## src/rtl/imm_ext_pipe_pkg.sv

```systemverilog
// Immediate-extension mode encodings and constants, shared by the extender,
// the decoder and the control unit.
package ext_pkg;

   typedef enum logic [1:0] {
      EXT_ZERO   = 2'b00,
      EXT_SIGN   = 2'b01,
      EXT_LUI    = 2'b10,
      EXT_BRANCH = 2'b11
   } ext_mode_t;

   // Branch offsets are word offsets, so they are scaled to bytes.
   localparam int EXT_BR_SHIFT = 2;

endpackage

```

## src/rtl/imm_ext_pipe_ext_core.sv

```systemverilog
// Purely combinational immediate extender: maps (mode, imm) to an OUT_W-bit value.
module ext_core
   import ext_pkg::*;
#(
   parameter int IN_W  = 16,
   parameter int OUT_W = 32
) (
   input  ext_mode_t          mode,
   input  logic [IN_W-1:0]    imm,
   output logic [OUT_W-1:0]   ext
);

   localparam int PAD_W = OUT_W - IN_W;

   logic [OUT_W-1:0] zext;
   logic [OUT_W-1:0] sext;

   assign zext = {{PAD_W{1'b0}}, imm};
   assign sext = {{PAD_W{imm[IN_W-1]}}, imm};

   always_comb begin
      ext = zext;
      case (mode)
         EXT_ZERO:   ext = zext;
         EXT_SIGN:   ext = sext;
         EXT_LUI:    ext = {imm, {PAD_W{1'b0}}};
         // Bits shifted beyond the top of the word are simply lost.
         EXT_BRANCH: ext = sext << EXT_BR_SHIFT;
      endcase
   end

endmodule

```

## src/rtl/imm_ext_pipe.sv

```systemverilog
// Registered immediate extender for the ID stage with valid/ready handshake and tag sideband.
// Define IMM_EXT_SKID_EN to add a one-entry skid register so in_ready comes from a flop.
module imm_ext_pipe
   import ext_pkg::*;
#(
   parameter int IN_W  = 16,
   parameter int OUT_W = 32,
   parameter int TAG_W = 8
) (
   input  logic               clk,
   input  logic               rst_n,
   input  logic               flush,
   input  logic               in_valid,
   output logic               in_ready,
   input  logic [1:0]         in_mode,
   input  logic [IN_W-1:0]    in_imm,
   input  logic [TAG_W-1:0]   in_tag,
   output logic               out_valid,
   input  logic               out_ready,
   output logic [OUT_W-1:0]   out_imm,
   output logic [TAG_W-1:0]   out_tag
);

   // Handshake: a word moves on any rising edge where valid & ready are both high;
   // valid, once raised, holds with its payload unchanged until that edge.

   if (OUT_W < IN_W + 2) begin : g_width_check
      $error("imm_ext_pipe: OUT_W must be at least IN_W+2");
   end

   logic [OUT_W-1:0] ext_val;
   logic             in_fire;

   ext_core #(
      .IN_W  (IN_W),
      .OUT_W (OUT_W)
   ) u_core (
      .mode (ext_mode_t'(in_mode)),
      .imm  (in_imm),
      .ext  (ext_val)
   );

`ifdef IMM_EXT_SKID_EN
   logic             skid_valid;
   logic [OUT_W-1:0] skid_imm;
   logic [TAG_W-1:0] skid_tag;
   logic             out_free;

   // Ready depends only on the skid flop (and reset), never on out_ready.
   assign in_ready = rst_n & ~skid_valid;
   assign in_fire  = in_valid & in_ready;
   assign out_free = ~out_valid | out_ready;

   always_ff @(posedge clk) begin
      if (!rst_n) begin
         out_valid  <= 1'b0;
         out_imm    <= '0;
         out_tag    <= '0;
         skid_valid <= 1'b0;
         skid_imm   <= '0;
         skid_tag   <= '0;
      end else if (flush) begin
         out_valid  <= 1'b0;
         skid_valid <= 1'b0;
      end else if (out_free) begin
         // The skid word is older than anything on the input, so it goes first.
         if (skid_valid) begin
            out_valid  <= 1'b1;
            out_imm    <= skid_imm;
            out_tag    <= skid_tag;
            skid_valid <= 1'b0;
         end else if (in_fire) begin
            out_valid <= 1'b1;
            out_imm   <= ext_val;
            out_tag   <= in_tag;
         end else begin
            out_valid <= 1'b0;
         end
      end else if (in_fire) begin
         skid_valid <= 1'b1;
         skid_imm   <= ext_val;
         skid_tag   <= in_tag;
      end
   end
`else
   assign in_ready = rst_n & (~out_valid | out_ready);
   assign in_fire  = in_valid & in_ready;

   always_ff @(posedge clk) begin
      if (!rst_n) begin
         out_valid <= 1'b0;
         out_imm   <= '0;
         out_tag   <= '0;
      end else if (flush) begin
         out_valid <= 1'b0;
      end else if (in_fire) begin
         out_valid <= 1'b1;
         out_imm   <= ext_val;
         out_tag   <= in_tag;
      end else if (out_ready) begin
         out_valid <= 1'b0;
      end
   end
`endif

endmodule

```

## config.mk

```make
export PLATFORM = sky130hd
export DESIGN_NAME = imm_ext_pipe
export DESIGN_NICKNAME = d
export VERILOG_FILES = /design/src/rtl/imm_ext_pipe_pkg.sv /design/src/rtl/imm_ext_pipe_ext_core.sv /design/src/rtl/imm_ext_pipe.sv
export SDC_FILE = /design/constraint.sdc
export NUM_CORES = 1
export LEC_CHECK = 0
export CELL_PAD_IN_SITES_DETAIL_PLACEMENT = 2
export CELL_PAD_IN_SITES_GLOBAL_PLACEMENT = 2
export CORE_ASPECT_RATIO = 1.4
export CORE_MARGIN = 2
export CORE_UTILIZATION = 36
export CTS_CLUSTER_DIAMETER = 150
export CTS_CLUSTER_SIZE = 16
export DETAILED_ROUTE_END_ITERATION = 8
export DONT_BUFFER_PORTS = 1
export GPL_ROUTABILITY_DRIVEN = 0
export PLACE_DENSITY = 0.83
export SYNTH_ARGS = -nofsm -noshare
export SYNTH_HDL_FRONTEND = slang
export SYNTH_HIERARCHICAL = 1
export SYNTH_SLANG_ARGS = --single-unit
export TNS_END_PERCENT = 30
```

## constraint.sdc

```tcl
create_clock -name clk -period 1.4 [get_ports clk]
set_clock_uncertainty 0.2 [all_clocks]
set_input_delay 0.07 -clock clk [delete_from_list [all_inputs] [get_ports clk]]
set_output_delay 0.07 -clock clk [all_outputs]
set_load 0.01 [all_outputs]
```

==> results of run 1 <==
registers in the layout, summed over array words and instances (netlist names):
signal / flops
out_imm: 32
out_tag: 8
out_valid: 1
where the power goes:
part	switching [uW]	total [uW]	internal, uW	leakage, uW
logic	196	382	186	0.000618
clock network	392	784	391	0.0000443
registers	66.3	1290	1220	0.000335
total	655	2450	1800	0.000997
cells in the final DEF (no fill, tap or decap), types with 2 or more instances in the layout:
master         Yosys  routed
a21o_2             4       4
a22o_1            14      14
a21o_1            10      10
o21ai_2           40      40
and2b_2            2       2
nand3_1           40      40
dfxtp_1           41      40
dlygate4sd3_1      0      29
buf_12             4       5
and2_4             2       2
clkbuf_8           0       6
nand2_1           40      40
per-layer routing:
metal	global-route usage [%]	vias to the layer above
li1	-	843
met1	24.4	921
met2	40.1	46
met3	5.40	6
met4	6.50	0
met5	0	-
per-stage QoR:
| step | setup slack [ps] | cells | utilization [%] | instance area, um2 | hold WS (ps) |
|---|---|---|---|---|---|
| after detailed placement | 112 | 277 | 36.8 | 2050 | -51.0 |
| after global routing | 2.62 | 315 | 44.6 | 2480 | 20.4 |
| after global placement | 150 | 277 | 36.8 | 2050 | -50.4 |
| after CTS | 34.9 | 314 | 44.4 | 2470 | -175 |
| after floorplan | 84.6 | 228 | - | 2080 | -53.9 |
| final | 46.4 | 315 | 44.6 | 2480 | -20.3 |
tightest hold or removal path, delay by kind of cell:
kind,cells,cell delay (ps)
AOI/OAI and AO/OA,2,180
muxes,1,120
and+or+nand+nor,1,80
final cells by class:
type	count	area (um2)
fillers	603	3080
repair buffers	36	430
well taps	68	85.1
clock buffers	7	86.3
inverters	1	3.75
multi-input cells	162	1060
flip-flops and latches	41	822
how the worst max path moves through the flow:
stage | slack, ps | end | startpoint
after CTS | 30 | in_ready | out_valid
after global placement | 150 | out_tag[6] | out_valid
after detailed placement | 110 | out_imm[2] | out_valid
final | 50 | in_ready | out_valid
after floorplan | 80 | out_imm[0] | out_valid
after global routing | 3 | in_ready | out_valid
cell families after synthesis:
group	synth area share, %
flip-flops	39.4
AND/OR/NAND/NOR	21.0
AO/OA/AOI/OAI	28.9
buffers and inverters	10.2
multiplexers	0.541
Yosys cell counts (all sizes together):
master   n  area, um2
mux2     1       11.3
inv      1       3.75
a22o    15        133
nand2   40        150
and2     4       30.0
nand2b   1       6.26
nand3   40        200
nor2b    1       6.26
a21o    14        110
o21ai   40        350
dfxtp   41        821
and2b    3       27.5
o21a     1       7.51
and3b    1       8.76
buf     14        169
nor3b    1       7.51
clkbuf  10       38.8
repair_timing:
item,4_1_cts,5_1_grt
hold buffers,29,1
gates resized for setup,2,0
hold endpoints to repair,41,3
endpoints found under the setup margin,1,0
==> results.md, run 1 <==
- H-Tree Depth: 2
- Setup TNS: 0 ps
- R2R Path Start: out_valid
- Register bit total from synthesis: 41
- Skew-Pair Late Insertion Delay: 290 ps
- Die W: approximately 70 um
- Slew Limit Fails: 0
- Clock sink count: 41
- CTS root buffer: clkbuf_8
- Reg2reg end: out_imm[9]
- Design Power: ~2500 uW
- I/O Buffers: 0
- Post-CTS setup buffer count: 0
- Rows: 32
- Sequential fraction of the synthesis area: 39.4%
- Via count: 1816
- Critical Path RT: 1130 ps
- Leakage: roughly 0.0010 uW
- DR DRC count: 0
- WHS: -20.3 ps
- Critical path arrival: 1080 ps
- Vias/cell: 5.77
- Fin crit share: between 90% and 100%
- Wire per inst: slightly above 20 um
- Top delay family on crit path: flip-flops
- Peak VDD IR: between 0.4 and 0.5 mV
- Area growth from synthesis to layout: 19.4%
- Synth Area per Inst: 9.13 um2
- First-pass DRT Iterations: 4
- Bufs on Longest Clock Path: 2
- Slowest stage delay, CP: 360 ps
- CP Cell Sequence: nand2b_4, buf_12, and2_1
- Total CTS buffers: 5
- Cell count along the critical path: 3
- Buf/Inv on CP: 1
- Slowest-stage cell, CP: dfxtp_2
- Hold Vio Cnt, Final: 1
- Antenna diodes: 0
- Share of cells above drive strength 1: 26.7%
- Syn_nets: 259
- Clock slew at reported path FFs: about 70 ps
- Worst-Margin Slew: 790 ps
- Remaining antenna violation count: 0
- Hold_sp: in_mode[1]
- YS warnings: 6
- Max Freq: 0.739 GHz
- Critical Path Sink Type: output pin
- Initial Util: a little under two fifths
- Hold Path Stages: 4
- Violated checks: hold timing
- Initial antenna violation count: 0
- First-pass GRT wire length: 10300 um
- DRT iter0 DRCs: 59
- Vias in the first global route: 1967
- Min-Delay Path Class: input pin to flop
- TritonCTS clock tree: done
- Core region area: approximately 5600 um2
- Hold path endpoint: out_imm[16]
- Crit Path Max Fanout: 21
- CP Class: flop to output pin
- Worst slew margin: between 40% and 50%
- Final setup viols: 0
- Max layer used: met4
- Layout net count: 278
- Final WL: 6540 um
- Worst R2R Path Depth: 4
- Crit start category: flop
- Power density cells: ~990 nW/um2
- Final HPWL DP: 3980 um
- Mapped Cells: 228
- I/O Pins: 73
- Sum of routed wire segments on met1: about 2500 um
- Clock period minus worst slack: 1350 ps
- RSZ-0062 raised after global routing: no
- Die height: 94.0 um
- R2R setup slack: roughly 140 ps
- GR Overflow Total: 0
- Max Cap Violations: 0
- Post-Syn Area: 2080 um2
- Metal3 WL: 352 um
- GRT Util Overall: 22.0%
- Largest net degree at the start of global routing: 42
- Die area: 6410 um2
- Post-synthesis cell type count: 26
- Met2 wire len: 3600 um
- Status: complete, but fails checks
No activity file was read; power rests on OpenSTA's default activity.
==> inputs of run 2 (changes only) <==
BUFFER_PORTS_ARGS = -buffer_cell sky130_fd_sc_hd__buf_4   (was default)
CORE_UTILIZATION = 29   (was 36)
DONT_BUFFER_PORTS = default   (was 1)
PLACE_DENSITY = 0.85   (was 0.83)
SLEW_MARGIN = 20   (was default)
clock period = 1.5 ns   (was 1.4 ns; I/O delays follow)
==> run 2 against run 1 <==
The flow now finishes without violations. Register-to-register slack got worse by 30 ps. Worst hold slack improved by 44 ps. Cell count increased by 32%. Power increased by 13%. Utilization decreased by 0.51 points. Routed wire length increased by 15%. Critical endpoint is now out_imm[16]. Largest cell class unchanged. Largest power group unchanged.
==> results.md, run 2 (synthesis gave the netlist of run 1 again) <==
- Top delay family on crit path: buffers and inverters
- Max reg flops: 32
- Critical Path RT: approximately 1500 ps
- Max Cap Violations: 0
- Switching share of power: 25.1%
- Area growth from synthesis to layout: 47.1%
- Final WL: 7500 um
- Core region area: about 6900 um2
- DRT iter0 DRCs: between 90 and 100
- Reg power frac: 42.3%
- Met1 GRT Util: a little under a quarter
- Final worst slack: 64.7 ps
- Final HPWL DP: 4600 um
- Cell Int Power: 2080 uW
- Layout net count: 350
- Busiest grt layer: met2
- Final setup viols: 0
- Via count: 2053
- Status: complete, no violations
- Worst-Margin Slew: 441 ps
- Skew-Pair Late Insertion Delay: 300 ps
- Critical path arrival: 1440 ps
- Initial antenna violation count: 0
- Largest net degree at the start of global routing: 43
- DR DRC count: 0
- Post-CTS setup buffer count: 0
- TritonCTS clock tree: done
- Most frequent cells in the layout: buf_4 (76), dfxtp_1 (41), nand2_1 (40), o21ai_2 (40), nand3_1 (38)
- Worst R2R Path Depth: 4
- Combinational Power Share: a little under a fifth
- CTS root buffer: clkbuf_8
- Antenna diodes: 0
- Remaining antenna violation count: 0
- Net Switching: 696 uW
- GR Overflow Total: 0
- H-Tree Depth: 2
- I/O Pins: 73
- Min-Delay Path Class: input pin to flop
- Cell count along the critical path: 6
- First-pass DRT Iterations: 4
- Die W: 75.6 um
- Leakage: 0.00136 uW
- Largest registers: out_imm (32), out_tag (8), out_valid (1)
- Worst slew margin: 70.6%
- Power density cells: 906 nW/um2
- Slowest stage delay, CP: ~550 ps
- Fin crit share: 95.7%
- Most common library cell in the layout ignoring fill and taps: buf_4
- Initial Util: 30.0%
- Hold Vio Cnt, Final: 0
- RSZ-0062 raised after global routing: no
- Largest Register: out_imm
- CP Class: input pin to flop
- Vias in the first global route: between 2000 and 2500
- Crit Path Max Fanout: 7
- Share of cells above drive strength 1: 44.4%
- Fillers: 770
- Die area: between 7000 and 8000 um2
- I/O Buffers: 72
- Clock sink count: 41
- Peak VDD IR: around 0.42 mV
- CP Cell Sequence: dlygate4sd3_1, buf_4, mux2_1, a22o_2, nand3_2, o21ai_2
- Grt met2 use: 36.1%
- Wire per inst: 18.1 um
- Hold Path Stages: 4
- Buf/Inv on CP: 2
- Max Freq: 0.697 GHz
- Clock slew at reported path FFs: 80 ps
- Slew Limit Fails: 0
- GRT Util Overall: 19.9%
- Setup TNS: 0 ps
- Met3 Track Usage GR: 2.91%
- Slowest-stage cell, CP: dlygate4sd3_1
- Die height: 104 um
- Bufs on Longest Clock Path: 2
- Crit start category: input pin
- Rows: 36
- Vias/cell: 4.95
- Total CTS buffers: 5
- Pre-CTS setup slack: 127 ps
- Critical Path Sink Type: flop
- Clock period minus worst slack: 1440 ps
- Clock power share: around 39%
- First-pass GRT wire length: 11900 um
run 2: worst register-to-register path: stages (launching register included):
cell and delay, ps:
dfxtp_1 320, nand2b_1 160, buf_6 330, nand3_1 220, o21ai_2 100
run 2: timing repair:
action | 4_1_cts | 5_1_grt
endpoints found under the hold margin | 37 | 0
hold buffers | 28 | 0
gates resized for setup | 0 | 6
endpoints found under the setup margin | 0 | 28
run 2: final timing paths:
kind                 endpoint       start  slack, ps
hold / removal    out_imm[15]  in_imm[15]         20
setup / recovery  out_imm[16]  in_mode[1]         60
hold reg to reg    out_imm[7]  out_imm[7]        260
setup reg to reg  out_imm[14]   out_valid        110
run 2: area by class of cell:
class | count | area [um2] | area share, %
Tap cell | 95 | 119 | 3.88
Timing Repair Buffer | 108 | 922 | 30.1
Inverter | 1 | 3.75 | 0.123
Sequential cell | 41 | 821 | 26.8
Clock inverter | 3 | 65.1 | 2.13
Multi-Input combinational cell | 162 | 1060 | 34.7
Clock buffer | 5 | 68.8 | 2.25
run 2: power by group through the flow:
| stage | clock, uW | sequential (uW) | combinational [uW] |
|---|---|---|---|
| after CTS | 1100 | 1170 | 518 |
| after floorplan | 0 | 1210 | 237 |
| after global placement | 0 | 1200 | 443 |
| final | 1080 | 1170 | 524 |
| after detailed placement | 0 | 1200 | 454 |
| after global routing | 1140 | 1180 | 569 |
run 2: layer usage:
metal | vias to the layer above | share of wire [%] | wire length (um)
met5 | - | 0 | 0
met2 | 51 | 56 | 4230
met4 | 0 | 1.9 | 146
met1 | 1012 | 39 | 2910
li1 | 980 | - | -
met3 | 10 | 2.8 | 213
run 2: per-stage QoR:
step	total power, uW	hold slack, ps	area (um2)	instances	utilization, %
after CTS	2790	11.6	3040	415	43.9
after global placement	1640	46.7	2630	379	37.9
after floorplan	1450	-48.9	2080	228	-
final	2770	23.8	3060	415	44.1
after global routing	2880	59.9	3060	415	44.1
after detailed placement	1650	61.2	2630	379	37.9
==> inputs of run 3 (changes only) <==
ABC_AREA = 1   (was default)
CORE_UTILIZATION = 25   (was 29)
CTS_BUF_LIST = sky130_fd_sc_hd__clkbuf_4 sky130_fd_sc_hd__clkbuf_8   (was default)
PLACE_DENSITY = 0.86   (was 0.85)
SYNTH_HIERARCHICAL = default   (was 1)
==> run 3 against run 2 <==
The run now ends with hold timing left. Area after synthesis down 17%. Via count decreased by 2.3%. Critical path type is now flop to flop. Critical endpoint is now out_tag[1]. Largest power group unchanged. Worst setup slack better by 20 ps.
==> results.md, run 3 <==
- Die area: 7630 um2
- Main area contributors after synthesis: dfxtp_1 (47%), nand2_1 (10%), nor2_1 (9.9%)
- GRT Util Overall: 18.4%
- Min-Delay Path Class: input pin to flop
- Clock slew at reported path FFs: 90 ps
- Largest net degree at the start of global routing: 32
- Slowest-stage cell, CP: dfxtp_1
- Core Util, Final: 39.8%
- Core region area: 6660 um2
- Share of cells above drive strength 1: 27.2%
- Hold Path Stages: 5
- FFs w/ async S/R, synth: 0%
- Area growth from synthesis to layout: 52.7%
- First-pass GRT wire length: 10600 um
- Buf/Inv on CP: 1
- Crit start category: flop
- Most common library cell in the layout ignoring fill and taps: buf_4
- Top post-synthesis cells by count: nand2_1 (48), nor2_1 (46), dfxtp_1 (41), o21ai_0 (34)
- Synth Area per Inst: 6.94 um2
- Post-synthesis mux area share: 0%
- DR DRC count: 0
- I/O Pins: 73
- Fillers: 799
- CP Cell Sequence: nand2_1, nand2_1, nor2_2, buf_6, nor2_1, nor2_1
- Worst slew margin: between 70 and 80%
- GR Overflow Total: 0
- WHS: -3.65 ps
- Critical Path RT: approximately 1500 ps
- CP Class: flop to flop
- Worst R2R Path Depth: 6
- Die W: 74.4 um
- Post-synthesis cell type count: 14
- Slew Limit Fails: 0
- Vias/cell: 4.70
- Top delay family on crit path: simple AND/OR/NAND/NOR gates
- Peak VDD IR: 0.337 mV
- Power density cells: ~950 nW/um2
- Skew-Pair Late Insertion Delay: ~300 ps
- Final WL: about 6700 um
- XOR/XNOR Fraction of Synth Area: 0%
- Antenna diodes: 0
- Remaining antenna violation count: 0
- Most frequent cells in the layout: buf_4 (76), nand2_1 (47), nor2_1 (46)
- Compound-cell area share of the yosys netlist: 20.5%
- Leakage: 0.00122 uW
- Final worst slack: 84.2 ps
- Bufs on Longest Clock Path: 2
- Worst-Margin Slew: 380 ps
- Syn_nets: 281
- Initial antenna violation count: 0
- Layout net count: 365
- Total CTS buffers: 5
- Clock period minus worst slack: between 1000 and 1500 ps
- Violated checks: hold timing
- Sequential fraction of the synthesis area: 47.3%
- Initial Util: a little over a quarter
- Design Power: 2510 uW
- Most common cell in the netlist: nand2_1
- Register bit total from synthesis: 41
- Via count: 2005
- Post-Synth Adder-Cell Area: 0%
- Clock sink count: 41
- Max Cap Violations: 0
- Leading area contributor after synthesis: dfxtp_1
- Rows: 35
- Post-synth EDFFs: 0
- First-pass DRT Iterations: 4
- Cell count along the critical path: 6
- Simple-Gate Fraction of Synth Area: a little under a quarter
- Critical path arrival: 1440 ps
- Final HPWL DP: 4480 um
- DRT iter0 DRCs: 80
- YS warnings: 0
- Max reg flops: 32
- Predominant post-synthesis flop cell: dfxtp_1
- Post-CTS setup buffer count: 0
- CTS root buffer: clkbuf_8
- Status: complete, but fails checks
- Wire per inst: 15.8 um
- Synth top area share: 47.3%
- H-Tree Depth: 2
- Largest registers: out_imm (32), out_tag (8), out_valid (1)
- Mapped Cells: between 200 and 300
- Fin crit share: approximately 94%
- Max Freq: ~0.7 GHz
- Hold Vio Cnt, Final: 2
- Critical Path Sink Type: flop
- Vias in the first global route: 2118
- Largest Register: out_imm
- Largest family of logic cells by synthesized area: simple AND/OR/NAND/NOR gates
- Final setup viols: 0
- TritonCTS clock tree: done
- Post-Syn Area: 1740 um2
- Slowest stage delay, CP: 330 ps
- RSZ-0062 raised after global routing: yes
- Pre-CTS setup slack: between 100 and 150 ps
- I/O Buffers: 72
- Crit Path Max Fanout: 24
- Die height: 103 um
run 3: cell types whose count changed after synthesis, sizes merged, moves of 4 or more:
cell	delta
buf	-5
o22ai	+12
a21o	-14
a21oi	+21
o21ai	-5
nor2	+47
nand3	-32
and2	-4
a22o	-15
inv	+21
nand2	+8
run 3: area by class of cell:
| class | count | area (um2) | area share [%] |
|---|---|---|---|
| clock buffers | 5 | 68.8 | 2.60 |
| clock inverters | 3 | 46.3 | 1.75 |
| inverters | 22 | 82.6 | 3.12 |
| multi-input cells | 171 | 761 | 28.7 |
| flip-flops and latches | 41 | 821 | 31.0 |
| well taps | 92 | 115 | 4.34 |
| repair buffers | 93 | 756 | 28.5 |
run 3: layer usage:
| metal | track usage (%) | part of all wire [%] |
|---|---|---|
| met1 | 20.2 | 38 |
| met2 | 33.6 | 56 |
| met3 | 3.71 | 3.4 |
| met4 | 7.97 | 2.6 |
| met5 | 0 | 0 |
run 3: timing repair:
| item | in CTS | in global routing |
|---|---|---|
| hold endpoints to repair | 13 | 0 |
| resized for setup | 0 | 5 |
| hold buffers | 14 | 0 |
| setup endpoints to repair | 0 | 10 |
run 3: logic make-up after synthesis:
family	count (synthesis)
buffers and inverters	38
AOI/OAI and AO/OA	68
and+or+nand+nor	103
DFF	41
run 3: path summary, 6_finish.rpt:
kind	end	slack (ps)	startpoint
setup / recovery	out_tag[1]	80	out_valid
hold / removal	out_imm[13]	-4	in_imm[11]
setup reg to reg	out_tag[1]	80	out_valid
hold reg to reg	out_imm[20]	270	out_imm[20]
run 3: report_power, final:
part,internal (uW),switching (uW)
logic,200,223
registers,1130,27.8
clock network,498,425
run 3: metrics by stage:
stage | area (um2) | TNS [ps] | cells
floorplan | 1740 | 0 | 250
global placement | 2380 | 0 | 405
detailed placement | 2380 | 0 | 405
CTS | 2630 | 0 | 427
global route | 2650 | -69.8 | 427
finish | 2650 | 0 | 427
run 3: tightest hold or removal path: stages:
cell,delay [ps]
buf_4,80
inv_1,50
o22ai_1,130
nor2_1,60
nor2_1,90
